`src/rtl/mak8_pipe_pkg.sv`:
```
// rtl/mak8_pipe_pkg.sv - shared FSM state and branch-condition encodings for the pipeline controller
package mak8_pipe_pkg;

  typedef enum logic [1:0] {
    ST_RUN   = 2'b00,
    ST_FLUSH = 2'b01,
    ST_HALT  = 2'b10
  } state_e;

  localparam logic [2:0] BR_BEQ  = 3'b000;
  localparam logic [2:0] BR_BNE  = 3'b001;
  localparam logic [2:0] BR_BLT  = 3'b010;
  localparam logic [2:0] BR_BGE  = 3'b011;
  localparam logic [2:0] BR_BLTU = 3'b100;
  localparam logic [2:0] BR_BGEU = 3'b101;

endpackage

```
`src/rtl/branch_cond_eval.sv`:
```
// rtl/branch_cond_eval.sv - combinational branch condition evaluation on the Execute-stage operands
module branch_cond_eval
  import mak8_pipe_pkg::*;
#(
  parameter int DATA_W = 8
) (
  input  logic [2:0]        br_cond,
  input  logic [DATA_W-1:0] rs1,
  input  logic [DATA_W-1:0] rs2,
  output logic              taken
);

  always_comb begin
    taken = 1'b0;
    case (br_cond)
      BR_BEQ:  taken = (rs1 == rs2);
      BR_BNE:  taken = (rs1 != rs2);
      BR_BLT:  taken = ($signed(rs1) < $signed(rs2));
      BR_BGE:  taken = ($signed(rs1) >= $signed(rs2));
      BR_BLTU: taken = (rs1 < rs2);
      BR_BGEU: taken = (rs1 >= rs2);
      default: taken = 1'b0;
    endcase
  end

endmodule

```
`src/rtl/pipeline_ctrl_gen2.sv`:
```
// rtl/pipeline_ctrl_gen2.sv - pipeline control FSM (redirect/flush, load-use stall, halt); perf counters with PIPE_CTRL_PERF_EN
module pipeline_ctrl_gen2
  import mak8_pipe_pkg::*;
#(
  parameter int DATA_W       = 8,
  parameter int ADDR_W       = 16,
  parameter int REG_AW       = 3,
  parameter int FLUSH_CYCLES = 2,
  parameter int PERF_W       = 16
) (
  input  logic              clk,
  input  logic              rst_n,
  input  logic              ex_valid,
  input  logic              ex_branch,
  input  logic              ex_jump,
  input  logic              ex_halt,
  input  logic              ex_load,
  input  logic [REG_AW-1:0] ex_rd,
  input  logic [2:0]        br_cond,
  input  logic [DATA_W-1:0] rs1_data,
  input  logic [DATA_W-1:0] rs2_data,
  input  logic [ADDR_W-1:0] imm_ext,
  input  logic              id_valid,
  input  logic              id_uses_rs2,
  input  logic [REG_AW-1:0] id_rs1,
  input  logic [REG_AW-1:0] id_rs2,
  input  logic              resume,
  output logic              pc_load,
  output logic [ADDR_W-1:0] pc_offset,
  output logic              stall,
  output logic              flush,
  output logic              cpu_halt,
  output logic              mem_enable,
  output logic              reg_enable,
  output logic [1:0]        state_o
`ifdef PIPE_CTRL_PERF_EN
  ,
  output logic [PERF_W-1:0] perf_branch_cnt,
  output logic [PERF_W-1:0] perf_stall_cnt
`endif
);

  localparam logic [3:0] FLUSH_INIT = 4'(FLUSH_CYCLES - 1);

  state_e     state_q, state_d;
  logic [3:0] cnt_q, cnt_d;
  logic       taken, run, redirect, halt_req, hazard;

  branch_cond_eval #(.DATA_W(DATA_W)) u_cond (
    .br_cond (br_cond),
    .rs1     (rs1_data),
    .rs2     (rs2_data),
    .taken   (taken)
  );

  // rst_n gating holds the combinational outputs at their reset values while reset is low.
  assign run      = rst_n && (state_q == ST_RUN);
  assign halt_req = run && ex_valid && ex_halt;
  assign redirect = run && ex_valid && !ex_halt && (ex_jump || (ex_branch && taken));
  assign hazard   = ex_valid && ex_load && id_valid &&
                    ((ex_rd == id_rs1) || (id_uses_rs2 && (ex_rd == id_rs2)));

  always_ff @(posedge clk or negedge rst_n) begin
    if (!rst_n) begin
      state_q <= ST_RUN;
      cnt_q   <= '0;
    end else begin
      state_q <= state_d;
      cnt_q   <= cnt_d;
    end
  end

  always_comb begin
    state_d = state_q;
    cnt_d   = cnt_q;
    case (state_q)
      ST_RUN: begin
        if (halt_req) begin
          state_d = ST_HALT;
        end else if (redirect && (FLUSH_CYCLES > 1)) begin
          state_d = ST_FLUSH;
          cnt_d   = FLUSH_INIT;
        end
      end
      ST_FLUSH: begin
        cnt_d = cnt_q - 4'd1;
        if (cnt_q <= 4'd1) begin
          state_d = ST_RUN;
          cnt_d   = '0;
        end
      end
      ST_HALT: begin
        if (resume) state_d = ST_RUN;
      end
      default: begin
        state_d = ST_RUN;
        cnt_d   = '0;
      end
    endcase
  end

  always_comb begin
    pc_load    = redirect;
    pc_offset  = redirect ? imm_ext : ADDR_W'(1);
    stall      = run && hazard && !redirect;
    flush      = redirect || (state_q == ST_FLUSH);
    cpu_halt   = (state_q == ST_HALT);
    mem_enable = (state_q != ST_HALT);
    reg_enable = (state_q != ST_HALT);
    state_o    = state_q;
  end

`ifdef PIPE_CTRL_PERF_EN
  logic [PERF_W-1:0] perf_branch_q, perf_branch_d;
  logic [PERF_W-1:0] perf_stall_q, perf_stall_d;

  always_comb begin
    perf_branch_d = perf_branch_q;
    perf_stall_d  = perf_stall_q;
    if (redirect && !(&perf_branch_q)) perf_branch_d = perf_branch_q + 1'b1;
    if (stall && !(&perf_stall_q))     perf_stall_d  = perf_stall_q + 1'b1;
  end

  always_ff @(posedge clk or negedge rst_n) begin
    if (!rst_n) begin
      perf_branch_q <= '0;
      perf_stall_q  <= '0;
    end else begin
      perf_branch_q <= perf_branch_d;
      perf_stall_q  <= perf_stall_d;
    end
  end

  assign perf_branch_cnt = perf_branch_q;
  assign perf_stall_cnt  = perf_stall_q;
`else
  if (PERF_W < 1) begin : g_no_perf
  end
`endif

endmodule

```
`config.mk`:
```
export PLATFORM = sky130hd
export DESIGN_NAME = pipeline_ctrl_gen2
export DESIGN_NICKNAME = d
export VERILOG_FILES = /design/src/rtl/mak8_pipe_pkg.sv /design/src/rtl/branch_cond_eval.sv /design/src/rtl/pipeline_ctrl_gen2.sv
export SDC_FILE = /design/constraint.sdc
export NUM_CORES = 1
export LEC_CHECK = 0
export BUFFER_PORTS_ARGS = -buffer_cell sky130_fd_sc_hd__buf_2
export CAP_MARGIN = 0
export CORE_ASPECT_RATIO = 0.7
export CORE_MARGIN = 5
export CORE_UTILIZATION = 35
export DETAILED_ROUTE_END_ITERATION = 12
export GPL_TIMING_DRIVEN = 0
export PLACE_DENSITY = 0.76
export RECOVER_POWER = 100
export SLEW_MARGIN = 15
export SYNTH_ARGS = -nofsm -noshare
export SYNTH_HDL_FRONTEND = slang
export SYNTH_SLANG_ARGS = --single-unit
```
`constraint.sdc`:
```
create_clock -name clk -period 4.5 [get_ports clk]
set_input_delay 0.45 -clock clk [delete_from_list [all_inputs] [get_ports clk]]
set_output_delay 0.45 -clock clk [all_outputs]
set_load 0.03 [all_outputs]
```
# Yosys cells after proc, flatten, opt, wreduce, memory -nomap -nowiden
# Cells that the tools add are included.
# Widths: inputs -> output; s select.
op_classes:
  add_sub_neg: 1
  magnitude_cmp: 5
  eq_ne: 17
  mux: 11
  bitwise_logic: 1
  n_reduce_logical: 21
ops:
  columns: ["op", "count"]
  rows:
  - ["$ge 8x8->1", 2]
  - ["$lt 8x8->1", 2]
  - ["$mux 16", 1]
  - ["$logic_and 1x1->1", 12]
  - ["$mux 4", 3]
  - ["$pmux 4 s3", 1]
  - ["$ne 2x2->1 const B", 5]
  - ["$eq 8x8->1", 1]
  - ["$mux 2", 4]
  - ["$ne 8x8->1", 1]
  - ["$eq 3x2->1 const B", 2]
  - ["$eq 3x3->1", 2]
  - ["$eq 3x3->1 const B", 2]
  - ["$pmux 1 s6", 1]
  - ["$pmux 2 s3", 1]
  - ["$reduce_and 3->1", 2]
  - ["$le 4x1->1 const B", 1]
  - ["$sub 4x1->4 const B", 1]
  - ["$eq 3x1->1 const B", 1]
  - ["$logic_not 3->1", 1]
  - ["$logic_or 1x1->1", 3]
  - ["$ne 3x3->1 const B", 1]
  - ["$eq 2x1->1 const B", 1]
  - ["$eq 2x2->1 const B", 1]
  - ["other kinds (3)", 4]
totals:
  regBits: 6
  in_bits: 54
  out_inout_bits: 24
  wordCells: 58

# Logic depth before layout (Yosys ltp)
# Gate-level depths: netlist of run 1.
logic_depth:
  ltp_word: 8
  mapped_depth: 11
  mapped_depth_nobuf: 10

# By module
# A second synthesis of run 1 with hierarchy kept.
hier_totals:
  hier_cells: 107
  hier_area_um2: 875.8
by_module_without_submodules:
  columns: ["module", "instances", "cells_per_inst", "area_each_um2"]
  rows:
  - ["pipeline_ctrl_gen2", 1, 67, 588.1]
  - ["branch_cond_eval", 1, 40, 287.8]

# Least setup slack after synthesis of run 1
# Ideal clock, no wire load.
synth_timing:
  path_type: "input to output"
  startpoint: "input rs2_data[1]"
  endpoint: "output stall"
  arrival_ps: 2629
  required_ps: 4050
  path_slack_ps: 1421
  cell_stages: 11
  n_path_buf: 1
  cell_sequence: "inv_1 -> ha_1 -> nor2b_4 -> o211ai_2 -> a21oi_2 -> or3_1 -> o211ai_2 -> o211a_4 -> inv_2 -> buf_6 -> nor3_1"
synth_via:
  elab_chain_cells: 7
  elab_cells_between_ends: 12
synth_rtl:
  columns: ["item", "line_no", "source"]
  rows:
  - ["from (decl)", "pipeline_ctrl_gen2.sv:21", "input logic [DATA_W-1:0] rs2_data,"]
  - ["$ge 8x8->1, or another cell as far along", "branch_cond_eval.sv:21", "BR_BGEU: taken = (rs1 >= rs2);"]
  - ["$pmux 1 s6 *", "branch_cond_eval.sv:15", "case (br_cond)"]
  - ["$logic_and 1x1->1 *", "pipeline_ctrl_gen2.sv:59", "assign redirect = run && ex_valid && !ex_halt && (ex_jump || (ex_branch && taken));"]
  - ["$logic_or 1x1->1 *", "pipeline_ctrl_gen2.sv:59", null]
  - ["$logic_and 1x1->1 *", "pipeline_ctrl_gen2.sv:59", null]
  - ["named net pc_load", "pipeline_ctrl_gen2.sv:28", "output logic pc_load,"]
  - ["$logic_not 1->1 *", "pipeline_ctrl_gen2.sv:105", "stall = run && hazard && !redirect;"]
  - ["$logic_and 1x1->1 *", "pipeline_ctrl_gen2.sv:105", null]
  - ["to (decl)", "pipeline_ctrl_gen2.sv:30", "output logic stall,"]
# Mark *: on every way through the listed nets, which the timed path passes. The rest lies on a longest branch.

# Worst setup path in the final report of run 1
layout_timing:
  startpoint: "input rst_n"
  endpoint: "output pc_offset[6]"
layout_via:
  elab_chain_cells: 5
layout_rtl:
  columns: ["item", "line_no", "source"]
  rows:
  - ["from (decl)", "pipeline_ctrl_gen2.sv:12", "input logic rst_n,"]
  - ["$logic_and 1x1->1", "pipeline_ctrl_gen2.sv:57", "assign run = rst_n && (state_q == ST_RUN);"]
  - ["$logic_and 1x1->1 (3 in a row)", "pipeline_ctrl_gen2.sv:59", null]
  - ["$mux 16", "pipeline_ctrl_gen2.sv:104", "pc_offset = redirect ? imm_ext : ADDR_W'(1);"]
  - ["to (decl)", "pipeline_ctrl_gen2.sv:29", "output logic [ADDR_W-1:0] pc_offset,"]
# No other way between the ends.

==> summary.md, run 1 <==
For the starting density of the core, the log shows 36.2%. In this run, synthesis inferred 0 flip-flops with an integrated enable. The slew at the pin with the worst max-slew slack was 0.513 ns; the die area was 3620 sq um.

Prior to clock tree synthesis, the placed netlist has a worst setup slack of 1.55 ns. For the count of pins over their slew limit, the log shows 0. Ranked by total cell area, the synthesized netlist is headed by dfrtp_1, ha_1, and2_1.

The count of cells in the finished layout, fillers not included, comes to 225. The placed instances occupy a cell area of 1310 sq um. Setup repair after global routing left no endpoint under its margin. In the global route stage, overall resource usage came out at 13.1%. The routed length per instance came out at 11.1 um.

Total wire length: 2510 um. For this design the static power due to leakage is 0.662 nW. For this run, the register share of the synthesized area comes to 17.1%.

The biggest area contributor in the post-synthesis netlist is dfrtp_1. The area of the placeable core was 2420 sq um. TritonCTS built the clock tree. The total power per unit cell area is 251 nW/um^2, and the die extent in y is 51.9 um.

The tools report the largest net degree at the start of global routing as 11. Clock tree synthesis selected as its root buffer the cell clkbuf_4. Number of instances in the synthesized netlist: 111. In the final layout, the multi-input gates occupy 637 sq um.

The fill cell total of the finished layout was 259; the floorplan row count was 15. The worst setup path is of the in2out kind. In this run, distinct cell masters in the synthesized netlist total 33. Measured in cells, the most critical reg-to-reg path has a length of 8. After routing the design area is 1280 sq um. Setup violations remaining at the end of the flow were counted as 0.

The die is 69.8 um wide. The number of antenna violations at the first check in global routing came out at 0. The logs give 2 for the buffer levels on the longest clock path and 1.03 ns for the final setup slack of the worst path. The run gives 0 as the number of buffers inserted for hold repair after clock tree synthesis. The logs give 0.288 GHz for the fmax and 4 for the number of iterations in the first detailed-routing pass. 78 I/O pins were placed. The run finished with clean final reports.

The synthesis-stage register bit count is 6. The total clock sinks is 6, and the post-synthesis area per instance is 7.90 sq um. The design draws 0.000323 W.

For the number of hold violations in the final report, the log shows 0. After synthesis, the share of flip-flops with an asynchronous set or reset is 100%. The mapped netlist covers 877 sq um.

The endpoint required time on the critical path was 4.05 ns; the global-route wire length before repair was 3890 um. The number of levels in the clock H-tree is 1, and the ratio of cells with drive above 1 in the final layout is 35.6%. The path class of the tightest hold or removal check is in2async. The maximum fanout count along the critical path is 10, and the max-slew headroom at the worst pin is 65.5%.

Once placement completed, the tool counted placed cells totaling 222. The layout-stage area growth over the synthesis result is 46.4%, and the count of antenna diodes in the layout is 0. Area share of the leading cell type in the synthesized netlist: 17.1%.

The net count of the finished layout is 257. Synthesis produced a netlist with a net count of 175. Adding up every negative setup slack in the final design gives 0 ns.

The clock network latency to the later pin of the worst-skew pair came out at 0.25 ns. The most used flip-flop cell after synthesis is dfrtp_1. Counting I/O delays and the setup requirement, the final critical path takes 3.47 ns.

For this block, the initial DRC count from the detailed router was 30. The total overflow left after global routing is 0. Clock skew on the completed layout was measured at 0.000837 ns. The buffers inserted during post-CTS setup optimization was 0; the number of gates given a new drive strength after cts was 0. Data arrives at the worst endpoint at 3.02 ns.

In the routed design, unresolved DRC markers number 0. The number of clock buffers added by TritonCTS is 3. The number of I/O port buffers was 77; the post-detailed-route via-to-cell ratio was 4.71. The peak ir drop on the vdd network was 212 uV. The final weighted congestion in routability-driven placement is 0.811.

Reported max-cap violation count: 0. Via count of the first global-routing pass: 897. The startpoint kind of the worst setup timing path is an input pin. The clock input transition at the sequential cells of the worst setup and hold paths was 0.04 ns.

Yosys printed 0 warnings. The detailed router placed 1060 vias in this run. The final worst-path cycle share works out to 77.1%. STA classifies the critical path endpoint as an output pin. The remaining antenna violation count came out at 0. The HPWL after detailed placement was 2240 um.

The sequential cell area was 150 sq um.
## registers in the layout, summed over array words and instances, names as in the netlist
name and flops:
cnt_q 4, state_o 2
## per-layer routing
layer / share of wire [%] / vias to the layer above / global-route usage (%)
met5: 0 / - / 0
met4: 0.24 / 0 / 1.91
met3: 6.4 / 2 / 4.44
met2: 51 / 30 / 22.1
met1: 42 / 479 / 16.6
li1: - / 549 / -
## path summary, 6_finish.rpt
check / slack (ns) / end / from
max: 1.03 / pc_offset[6] / rst_n
max in group asynchronous: 4.15 / cnt_q[2] / rst_n
min in group clk: 0.39 / state_o[1] / resume
min: 0.09 / state_o[1] / rst_n
max reg2reg: 2.03 / cnt_q[1] / state_o[0]
min reg2reg: 0.51 / state_o[0] / state_o[1]
## power by group
| group | switching, W | internal (W) | total (W) |
|---|---|---|---|
| logic | 0.000105 | 0.0000806 | 0.000185 |
| clock network | 0.0000193 | 0.0000301 | 0.0000495 |
| registers | 0.0000166 | 0.0000713 | 0.0000879 |
| total | 0.000141 | 0.000182 | 0.000323 |
## worst max-delay path: stages
cell	delay (ns)
clkbuf_1	0.29
nand2_1	0.10
nor3_1	0.42
nand3b_1	0.16
a311oi_1	0.28
o211ai_1	0.15
o211a_4	0.30
inv_1	0.08
clkbuf_1	0.30
and2_1	0.18
clkbuf_1	0.31
## area by class of cell
type	instances	area share, %
plain buffers	3	1.75
clock buffers	3	1.75
inverters	13	3.80
multi-input cells	89	49.6
flip-flops and latches	6	11.7
well taps	34	3.31
repair buffers	77	28.1
## layout by cell type (no fill, tap or decap), types with 2 or more instances in the layout
cell type and n:
a21oi_1 5, and2_1 15, buf_2 57, clkbuf_1 21, clkbuf_4 3, dfrtp_1 6, ha_1 10, inv_1 13
nand2_1 7, nand2b_1 5, nand3_1 5, nand3b_1 2, nand4_1 3, nor2_1 3, nor3_1 3, nor3b_1 3
o211ai_1 2, o211ai_2 2, o21ai_0 5, o32ai_1 2, or3_1 2, xnor2_1 5
## cells in the mapped netlist (5+ instances only)
cell,number
and2_1,15
nand3_1,5
xnor2_1,5
o21ai_0,5
nand2_1,7
dfrtp_1,6
inv_1,12
ha_1,10
a21oi_1,5
nand2b_1,5
## logic make-up (layout without fill, tap and decap cells)
group	count (synthesis)	in the layout	synth area share, %
AOI/OAI and AO/OA	23	23	19.4
xor gates and xnor gates	5	5	4.99
adders and majority gates	10	10	14.3
buffers and inverters	16	96	8.99
DFF	6	6	17.1
and+or+nand+nor	51	51	35.2
## stage by stage
stage / hold WS, ns / util (%)
floorplan: 0.154 / -
finish: 0.0874 / 53.0
global placement: 0.287 / 53.9
detailed placement: 0.290 / 53.9
CTS: 0.0270 / 54.8
global route: 0.0966 / 53.0
No activity file was read; power rests on OpenSTA's default activity.
==> run 2, diff against run 1 <==
--- a/config.mk
+++ b/config.mk
@@ -5,6 +5,7 @@
 export SDC_FILE = /design/constraint.sdc
 export NUM_CORES = 1
 export LEC_CHECK = 0
+export ABC_AREA = 1
 export BUFFER_PORTS_ARGS = -buffer_cell sky130_fd_sc_hd__buf_2
 export CAP_MARGIN = 0
 export CORE_ASPECT_RATIO = 0.7
@@ -12,7 +13,7 @@
 export CORE_UTILIZATION = 35
 export DETAILED_ROUTE_END_ITERATION = 12
 export GPL_TIMING_DRIVEN = 0
-export PLACE_DENSITY = 0.76
+export PLACE_DENSITY = 0.72
 export RECOVER_POWER = 100
 export SLEW_MARGIN = 15
 export SYNTH_ARGS = -nofsm -noshare
==> constraint.sdc (replaced) <==
create_clock -name clk -period 3.2 [get_ports clk]
set_input_delay 0.32 -clock clk [delete_from_list [all_inputs] [get_ports clk]]
set_output_delay 0.32 -clock clk [all_outputs]
set_load 0.03 [all_outputs]
==> run 2 against run 1 <==
Against the previous run:
- register-to-register slack worse by 0.42 ns
- synthesized cell count up 42%
- clock skew about the same
- die area up 14%
- area after synthesis up 17%
- final cell count up 22%
- critical path depth up 7
- design area up 15%
- via count up 5.8%
- critical endpoint is now pc_offset[12]
- highest routed layer is now met3
==> summary.md, run 2 <==
The run finished with clean final reports. The tools report the final hold slack as 0.301 ns (+0.213 ns). Subtracting the final worst setup slack from the clock period gives 2.69 ns. The synthesis-stage register bit count was 6 (unchanged); the largest net degree at the start of global routing was 11 (unchanged). The die area is 4120 sq um (+14%), and the reported max-cap violation count is 0 (unchanged). The most frequent cell after synthesis was inv_1.

The max-slew headroom at the worst pin is 73.3% (+7.8 points). STA classifies the critical path startpoint as an input pin. The tools report the floorplan row count as 16 (+1). The library cells used most frequently in the layout, excluding fill and tap cells, are buf_2, inv_1, nand2_1. Setup repair after global routing left no endpoint under its margin. The logs give 0 (unchanged) for the number of antenna violations at the first check in global routing and 271 (+22%) for the number of placed instances with taps included. Relative to the synthesized area, the layout overhead comes to 44.0%. The HPWL after detailed placement was 2400 um (+7.0%); the overall via count from detail_route was 1122 (+5.8%). The post-detailed-route via-to-cell ratio is 4.08 (-13%). The tools report the worst endpoint data arrival time as 2.37 ns (-0.65 ns). The total power per unit cell area is 384 nW/um^2 (+53%). Count of pins over their slew limit: 0 (unchanged).

The worst-case reg-to-reg path depth came out at 6 (-2). The post-place instance area is 1450 sq um (+11%), and the number of design rule violations left after detail routing is 0 (unchanged). Most flop-heavy register: cnt_q. The ratio of cells with drive above 1 in the final layout was 34.7% (-0.87 points). The number of setup violations in the final report is 0 (unchanged), and the worst hold path depth is 2. The total clock sinks was 6 (unchanged). For the remaining antenna violation count, the log shows 0 (unchanged). In the synthesized netlist, the cells that appear most often are inv_1, nand2_1, nor2_1. For the clock network latency to the later pin of the worst-skew pair, the log shows 0.22 ns (-0.03 ns). For the count of different cell masters after synthesis, the log shows 26 (-21%). The endpoint of the worst setup timing path is pc_offset[12]. The CTS root buffer is clkbuf_8. The number of hold violations in the final report is 0 (unchanged), and the sequential element share of the synthesized area is 14.7% (-2.4 points). The die extent in y is 55.2 um (+6.5%), and the global-route congestion overflow total is 0 (unchanged).

Final instance count without filler cells: 275 (+22%). For the via count of the first global-routing pass, the log shows 1142 (+27%). The run gives 4 (unchanged) as the number of iterations in the first detailed-routing pass. The tools report the leakage power as 0.910 nW (+37%). The run gives 0 ns (unchanged) as the total negative slack for setup checks.

The synthesized netlist net count was 222 (+27%). In this run the worst setup path begins at rs2_data[7]. TritonCTS built the clock tree.

The library cell used most frequently in the layout, excluding fill and tap cells, is buf_2. The launch instance of the worst register-to-register path is cnt_q[0]. The logs give 0 (unchanged) for the number of gates given a new drive strength after cts and 1020 sq um (+17%) for the post-synthesis instance area. The overall die width was 74.6 um (+6.9%); the number of instances in the synthesized netlist was 158 (+42%).

The number of flip-flops under the largest register name was 4 (unchanged). For this run, the top clock speed supported by timing is 0.372 GHz. The proportion of register bits with asynchronous set or reset after synthesis came out at 100% (unchanged). The reg-to-reg setup timing slack is 1.61 ns (-0.42 ns).

The run gives 78 (unchanged) as the I/O pin total. The number of enable-type register cells in the synthesized netlist was 0 (unchanged); the routed length per instance was 9.52 um (-15%). The worst setup path is captured at an output pin.

The buffers inserted during post-CTS setup optimization is 0 (unchanged). The final clock skew came out at 0.000928 ns (+0.0000907 ns). The number of buffers inserted for hold repair after clock tree synthesis is 1 (+1), and the buffer levels on the longest clock path is 2 (unchanged). Cell area after layout: 1470 sq um (+15%).

The final-stage net count was 305 (+19%); the detailed router's first-iteration violation count was 43 (+43%). The logs give 1 (unchanged) for the number of levels in the clock H-tree and 3 (unchanged) for the number of CTS-inserted buffers. The run gives 2620 um (+4.4%) as the total wire length. The peak ir drop on the vdd network is 167 uV (-21%), and the final worst-path cycle share is 84.1%.

Area of the placeable core: 2800 sq um (+16%). The setup path with the least slack is of type in2out. For the count of warnings emitted by yosys, the log shows 0 (unchanged). The overall routing resource usage was 13.5% (+0.39 points). The post-synthesis cell type with the largest combined area is dfrtp_1. The tools report the endpoint required time on the critical path as 2.88 ns (-1.17 ns). The clock input transition at the sequential cells of the worst setup and hold paths came out at 0.04 ns (about the same). The area share of the leading cell type in the synthesized netlist came out at 14.7% (-2.4 points). The worst register-to-register path ends at cnt_q[1].

The number of I/O port buffers was 77 (unchanged). For the global-route wire length before repair, the log shows 4550 um (+17%). The run gives 0.828 (+2.1%) as the final weighted congestion in routability-driven placement. The starting density of the core was 36.5% (+0.29 points).

After synthesis, the cell types taking the most area are dfrtp_1, inv_1, nand2_1. The slew at the pin with the worst max-slew slack was 0.396 ns (-0.117 ns). The type of the worst min-delay path is in2reg.

The tools report the count of antenna diodes in the layout as 0 (unchanged). Primary flip-flop cell chosen by synthesis mapping: dfrtp_1. The post-synthesis area per instance was 6.48 sq um (-18%); the maximum fanout count along the critical path was 10 (unchanged).
==> run 2: cell families after synthesis <==
family | after synthesis | synth area share (%)
compound gates | 10 | 6.23
xor+xnor | 7 | 5.99
fa+ha+maj | 10 | 12.2
buf+inv | 43 | 18.5
flops | 6 | 14.7
simple gates | 82 | 42.4
==> run 2: worst max-delay path, stage by stage <==
cell	delay, ns
buf_2	0.08
inv_1	0.03
ha_1	0.31
nand2_1	0.12
nor2_4	0.12
nand2_1	0.09
o21ai_0	0.23
inv_1	0.07
nand3_1	0.08
nand2_1	0.06
a21oi_2	0.11
nand2_1	0.05
nand2_1	0.05
nand2_1	0.07
buf_6	0.15
buf_12	0.16
nor2_4	0.07
buf_2	0.19
==> run 2: worst min-delay path by stage <==
stage	startpoint	endpoint	slack, ns
after floorplan	rst_n	cnt_q[0]	0.02
after global placement	rst_n	cnt_q[3]	0.16
after detailed placement	rst_n	cnt_q[3]	0.16
after CTS	resume	state_o[1]	0.29
after global routing	resume	state_o[1]	0.31
final	resume	state_o[1]	0.30
==> run 2: cell type report <==
cell class                      count  area, sq um
Buffer                              3         38.8
Clock buffer                        3         41.3
Fill cell                         310         1330
Inverter                           40          150
Multi-Input combinational cell    109          673
Sequential cell                     6          150
Tap cell                           36         45.0
Timing Repair Buffer               78          375
==> run 2: report_power, final <==
group          internal, W  switching (W)  total (W)
Combinational     0.000128       0.000192   0.000319
Sequential        0.000106      0.0000294   0.000135
Clock            0.0000807      0.0000310   0.000112
Total             0.000314       0.000252   0.000566
==> run 2: layer usage <==
layer | vias up | part of all wire, % | track usage, % | wire, um
met3 | 0 | 9.7 | 4.53 | 254
met4 | 0 | 0 | 3.55 | 0
met2 | 40 | 49 | 21.7 | 1280
met1 | 450 | 42 | 17.0 | 1090
li1 | 632 | - | - | -
met5 | - | 0 | 0 | 0
==> run 2: stage by stage <==
| step | setup slack, ns | power (W) | utilization [%] |
|---|---|---|---|
| 3_5_place_dp | 0.646 | 0.000465 | 51.9 |
| 6_report | 0.508 | 0.000566 | 52.6 |
| 4_1_cts | 0.639 | 0.000583 | 53.7 |
| 2_1_floorplan | 0.714 | 0.000367 | - |
| 3_3_place_gp | 0.677 | 0.000455 | 51.9 |
| 5_1_grt | 0.245 | 0.000637 | 52.6 |
